File: config.mk
export PLATFORM = sky130hd
export DESIGN_NAME = mod_step_add
export DESIGN_NICKNAME = d
export VERILOG_FILES = /design/src/rtl/mod_seq_pkg.sv /design/src/rtl/mod_step_add.sv
export SDC_FILE = /design/constraint.sdc
export NUM_CORES = 1
export LEC_CHECK = 0
export ABC_AREA = 1
export BUFFER_PORTS_ARGS = -buffer_cell sky130_fd_sc_hd__buf_2
export CAP_MARGIN = 30
export CORE_AREA = 2 2 39 41
export DETAILED_ROUTE_END_ITERATION = 7
export DIE_AREA = 0 0 41 43
export GPL_TIMING_DRIVEN = 0
export MAX_ROUTING_LAYER = met4
export PLACE_DENSITY = 0.43
export SYNTH_ARGS = -nofsm -noshare
export SYNTH_HDL_FRONTEND = slang
export SYNTH_SLANG_ARGS = --single-unit
File: constraint.sdc
create_clock -name vclk -period 1.2
set_input_delay 0.12 -clock vclk [all_inputs]
set_output_delay 0.12 -clock vclk [all_outputs]
set_load 0.01 [all_outputs]
File: src/rtl/mod_seq_pkg.sv
// Shared types and the modular step function for the mod-N sequence lock checker.
package mod_seq_pkg;

    typedef enum logic [1:0] {
        HUNT    = 2'd0,
        ACQUIRE = 2'd1,
        LOCKED  = 2'd2
    } stateT;

    localparam int DEF_MODULUS = 20;
    localparam int DEF_STEP    = 6;
    localparam int NEXT_W      = 16;

    // Wide intermediate so x+step never wraps before the modulus fold.
    function automatic logic [NEXT_W-1:0] mod_next(input logic [NEXT_W-1:0] x,
                                                   input logic [NEXT_W-1:0] step,
                                                   input logic [NEXT_W-1:0] modulus);
        logic [NEXT_W-1:0] s;
        s = x + step;
        return (s >= modulus) ? (s - modulus) : s;
    endfunction

endpackage

File: src/rtl/mod_step_add.sv
// Combinational next(x) = (x+STEP) mod MODULUS for the lock checker.
module mod_step_add
    import mod_seq_pkg::*;
#(
    parameter int DATA_W  = 5,
    parameter int MODULUS = DEF_MODULUS,
    parameter int STEP    = DEF_STEP
) (
    input  logic [DATA_W-1:0] x,
    output logic [DATA_W-1:0] y
);

    assign y = DATA_W'(mod_next(NEXT_W'(x), NEXT_W'(STEP), NEXT_W'(MODULUS)));

endmodule

==> results.md, run 1 <==
* Status: complete, but fails checks
* Failing checks: setup timing
* Area Growth Syn to Fin at 120%
* 1st-pass router iterations at 1
* Highest clock rate at 680 MHz
* Worst hold start: x[0]
* I/O Buffers at 10
* Hold Crit Endpoint: y[0]
* Arr. time, crit path at 1.35 ns
* Syn Area/Cell at 5.59 µm²
* WL per Instance at 8.77 µm
* Non-filler cells, final at 61
* Crit path time final at 1.47 ns
* NumNets Final at 55
* CLK BUF at 0
* Worst slew pin tran at 0.173 ns
* Gpl congestion at 0.648
* Worst path max stage delay at 0.19 ns
* Syn. warnings at 0
* Maximum number of pins on one net before global-route repair at 5
* Detailed-route wire length at 535 µm
* Relative slew slack at 88.5%
* Crit start category: primary input
* Row cnt at 14
* # DRC at 0
* DPL Wire Length at 375 µm
* Unique masters post-synth at 11
* Die width at 41 µm
* Multi-input combinational cell area at 235 µm²
* CP Capture Type: output port
* HP Class: primary input to output port
* DR vias/cell at 4.02
* # IOs at 10
* Worst EP required at 1.08 ns
* Crit path max fanout at 3
* Max-slew violation count at 0
* Setup CP Type: primary input to output port
* WP buf/inv at 4
* Hold depth at 3
* Cell breakdown of the critical path: buf_8 -> clkinvlp_4 -> ha_4 -> xnor2_4 -> inv_2 -> ha_4 -> nand3_2 -> nand2_2 -> nand3_4 -> nand2_4 -> nand2_1 -> nand2_2 -> buf_6
* Mapped Cells at 32
* GR peak layer: met2
* Post-CTS Hold Fix Bufs at 0
* Syn Nets at 40
* Post-route clock period utilization at 123%
* Vias in the first global route at 216
* All-layer global routing usage at 6.14%
* Remaining antenna violation count after routing at 0
* Layout cells sized above 1 at 71.1%
* Core area at 0.00138 mm²
* Crit path max-delay family: buffers and inverters
* Design area at 394 µm²
* Post-DP Area at 280 µm²
* Min Hold Slack at 0.523 ns
* Finished Core Util at 28.5%
* Cell count after placement at 58
* Max_cap viols at 0
* Via count at 245
* Met2 usage at 11.3%
* Fillers at 159
* Met1 Track Usage GR at 7.59%
* Setup slack after layout at -0.270 ns
* Initial Utilization at 12.9%
* Seq/Total Area, Yosys at 0%
* Die H at 43 µm
* Sequential Area at 0 µm²
* Slowest-stage cell, CP: ha_4
* Total power at 0.217 mW
* Sequential cells at 0
* Mapped Area at 179 µm²
* First-pass GRT wire length at 779 µm
* First DRT Iteration DRCs at 0
* # setup viols final at 3
* Die area at 0.00176 mm²
* Maximum VDD drop at 0.226 mV
* Initial antenna violation count at 0
* Final global-route overflow total at 0
* Most frequent cells in the layout: nand2_2, buf_2, nand2_1, inv_1, buf_4
* LEAKAGE at 0.190 nW
* Met3 usage in global routing at 0%
* RSZ-0062 raised after global routing: yes
* ANT cells at 0
* Cell Pwr Density at 551 mW/mm²
* Final hold violations at 0
==> how the worst max path moves through the flow <==
stage | from | to | slack [ns] | depth (start not counted)
finish | x[1] | y[3] | -0.27 | 13
global route | x[1] | y[3] | -0.34 | 13
CTS | x[1] | y[2] | -0.34 | 13
detailed placement | x[1] | y[2] | -0.41 | 13
global placement | x[1] | y[2] | -0.44 | 13
floorplan | x[1] | y[2] | -0.08 | 11
==> routing by layer <==
layer	routed length, µm	part of all wire (%)	up-vias
met5	0	0	-
met4	0	0	0
met3	33	6.2	0
met2	306	57	6
met1	196	37	116
li1	-	-	123
==> layout make-up <==
type                            instances  share of cell area, %
Multi-Input combinational cell         24                   59.7
Inverter                                7                   7.62
Buffer                                  1                   1.90
Timing Repair Buffer                   13                   25.7
Tap cell                               16                   5.08
==> tightest hold or removal path, cell delays in order <==
cell and delay [ns]:
buf_2 0.09, buf_4 0.09, buf_2 0.11
==> synthesized netlist by cell type, drive strengths merged <==
master	count	area, µm²
nand2	12	50.1
inv	7	26.3
nand3	4	30.0
ha	3	37.5
o21ai	2	10.0
a21oi	1	5.00
buf	1	7.51
nor2	1	3.75
xnor2	1	8.76
==> logic make-up (layout without fill, tap and decap cells) <==
| logic type | Yosys count | in the layout | share of synthesized area (%) |
|---|---|---|---|
| AOI/OAI and AO/OA | 3 | 3 | 8.39 |
| xor gates and xnor gates | 1 | 1 | 4.90 |
| adders and majority gates | 3 | 3 | 21.0 |
| buffers and inverters | 8 | 21 | 18.9 |
| and+or+nand+nor | 17 | 17 | 46.9 |
==> repair_timing <==
action                     CTS  global route
setup endpoints to repair    3             3
resized for setup            7            12
setup buffers                3             0
pin swaps                    7             7
==> through the flow <==
| stage | TNS, ns | setup slack (ns) |
|---|---|---|
| after floorplan | -0.154 | -0.0772 |
| after global routing | -0.826 | -0.343 |
| after global placement | -1.13 | -0.438 |
| after detailed placement | -1.02 | -0.406 |
| after CTS | -0.837 | -0.344 |
| final | -0.610 | -0.270 |
==> where the power goes <==
part	total [mW]	leakage [nW]	switching (mW)	internal [mW]
registers	0	0	0	0
clock network	0	0	0	0
logic	0.217	0.190	0.104	0.113
No activity file was read; power rests on OpenSTA's default activity.
==> inputs of run 2 (changes only) <==
--- a/config.mk
+++ b/config.mk
@@ -5,7 +5,6 @@
 export SDC_FILE = /design/constraint.sdc
 export NUM_CORES = 1
 export LEC_CHECK = 0
-export ABC_AREA = 1
 export BUFFER_PORTS_ARGS = -buffer_cell sky130_fd_sc_hd__buf_2
 export CAP_MARGIN = 30
 export CORE_AREA = 2 2 39 41
@@ -13,7 +12,7 @@
 export DIE_AREA = 0 0 41 43
 export GPL_TIMING_DRIVEN = 0
 export MAX_ROUTING_LAYER = met4
-export PLACE_DENSITY = 0.43
+export PLACE_DENSITY = 0.49
 export SYNTH_ARGS = -nofsm -noshare
 export SYNTH_HDL_FRONTEND = slang
 export SYNTH_SLANG_ARGS = --single-unit
==> run 2 against run 1 <==
The run still ends with setup timing left. Critical path type unchanged. Worst setup slack lost 0.55 ns. First-iteration DRC count grew 13. Largest power group unchanged. Utilization grew 13 points. Critical path depth shrank 3.
==> results.md, run 2 <==
* Status: complete, but fails checks
* Failing checks: setup timing
* Vias in the first global route at 313
* Multiplexer area fraction after synthesis at 0%
* # IOs at 10
* Sequential Power Share at 0%
* First-pass GRT wire length at 1340 µm
* Crit path time final at 2.02 ns
* Layout cells sized above 1 at 74.1%
* Unique masters post-synth at 25
* # setup viols final at 3
* Top cells by count, synth: a21oi_1, ha_1, inv_1, nand2_1
* Arr. time, crit path at 1.90 ns
* Most frequent cells in the layout: buf_4, buf_2
* Mapped Cells at 38
* Die area at 0.00176 mm²
* Gpl congestion at 0.708
* Maximum number of pins on one net before global-route repair at 10
* DR vias/cell at 4.65
* Post-synth top area cell: ha_1
* Fillers at 136
* RSZ-0062 raised after global routing: yes
* Sequential cells at 0
* Largest family of logic cells by synthesized area: compound AO/OA/AOI/OAI gates
* # DRC at 0
* Top cell type's share of synthesized area at 14.9%
* Slowest-stage cell, CP: or4_4
* Sequential Area at 0 µm²
* Min Hold Slack at 0.525 ns
* Synth Area in XOR/XNOR at 6.93%
* Setup CP Type: primary input to output port
* Worst EP required at 1.08 ns
* Crit path max-delay family: simple AND/OR/NAND/NOR gates
* Setup slack after layout at -0.820 ns
* Cell Pwr Density at 552 mW/mm²
* Initial Utilization at 18.3%
* 1st-pass router iterations at 4
* Area Growth Syn to Fin at 126%
* Worst slew pin tran at 0.588 ns
* Relative slew slack at 60.4%
* Max_cap viols at 0
* Syn. warnings at 0
* CLK BUF at 0
* I/O Buffers at 9
* Seq/Total Area, Yosys at 0%
* Cell breakdown of the critical path: buf_12 -> inv_16 -> ha_4 -> xor2_4 -> ha_4 -> buf_6 -> nor2b_2 -> o311a_1 -> or4_4 -> buf_6
* Row cnt at 14
* Post-route clock period utilization at 168%
* First DRT Iteration DRCs at 13
* Remaining antenna violation count after routing at 0
* LEAKAGE at 0.257 nW
* Final hold violations at 0
* Design area at 572 µm²
* Final global-route overflow total at 0
* Max-slew violation count at 0
* Worst path max stage delay at 0.51 ns
* Pint at 0.176 mW
* Die width at 41 µm
* Synth Area in Simple Gates at 24.8%
* Gate power share at 100.0%
* ANT cells at 0
* Maximum VDD drop at 0.216 mV
* Total power at 0.316 mW
* Switching Share at 44.2%
* WL per Instance at 11.1 µm
* Die H at 43 µm
* Compound-Gate Fraction of Synth Area at 40.1%
* Commonest non-fill, non-tap cell in the layout: buf_4
* Highest clock rate at 495 MHz
* HP Class: primary input to output port
* Via count at 344
* Syn Area/Cell at 6.65 µm²
* Initial antenna violation count at 0
* Crit path max fanout at 5
* Most frequent cell after synthesis: a21oi_1
* Syn Nets at 46
* NumNets Final at 68
* CP Capture Type: output port
* Mapped Area at 253 µm²
* NetSw at 0.140 mW
* Setup TNS at -1.73 ns
* Detailed-route wire length at 823 µm
* Top post-synthesis cells by area: ha_1, a21oi_1, buf_4
* Crit start category: primary input
* WP buf/inv at 4
* All-layer global routing usage at 10.6%
* Core area at 0.00138 mm²
* Area share of fa/ha/maj cells after synthesis at 14.9%
* Clock power frac at 0%
* Post-DP Area at 389 µm²
run 2: changes by cell type in the layout (fill, tap and decap cells not counted), sizes merged, moves of 2 or more:
cell,before,now
buf,14,22
nand2,12,3
nand3,4,1
a21oi,1,4
nand2b,0,2
run 2: power by group through the flow:
stage / Sequential [mW] / Clock (mW) / Combinational [mW]
CTS: 0 / 0 / 0.286
global route: 0 / 0 / 0.339
floorplan: 0 / 0 / 0.153
finish: 0 / 0 / 0.316
global placement: 0 / 0 / 0.212
detailed placement: 0 / 0 / 0.209
run 2: metal layers:
layer	global-route usage [%]	vias up	share of wire, %
met5	-	-	0
met2	19.1	6	54
met1	13.4	161	43
met4	0	0	0
met3	0	0	2.6
li1	-	177	-
run 2: kinds of logic after synthesis:
family / Yosys count
and+or+nand+nor: 12
buffers and inverters: 7
AOI/OAI and AO/OA: 14
xor gates and xnor gates: 2
adders and majority gates: 3
run 2: metrics by stage:
stage	std cells	util, %	setup slack (ns)
after floorplan	38	-	-0.575
after global placement	63	28.1	-1.05
after detailed placement	63	28.1	-1.03
after CTS	70	37.7	-0.815
after global routing	74	41.3	-0.865
final	74	41.3	-0.820
run 2: timing repair:
action / in CTS / in global routing
pin swaps: 7 / 8
gates cloned: 0 / 0
setup buffers: 7 / 5
endpoints found under the setup margin: 3 / 3
endpoints found under the hold margin: 0 / 0
resized for setup: 15 / 5
hold buffers: 0 / 0
run 2: cell type report:
type,instances,area (µm²),area share (%)
buffer,2,15.0,2.63
inverter,5,37.5,6.56
multi-input combinational,31,333,58.2
tap,16,20.0,3.50
timing repair buffer,20,166,29.1
run 2: path summary, 6_finish.rpt:
kind	endpoint	cells past startpoint	from	slack, ns
min	y[0]	3	x[0]	0.53
max	y[3]	10	x[1]	-0.82
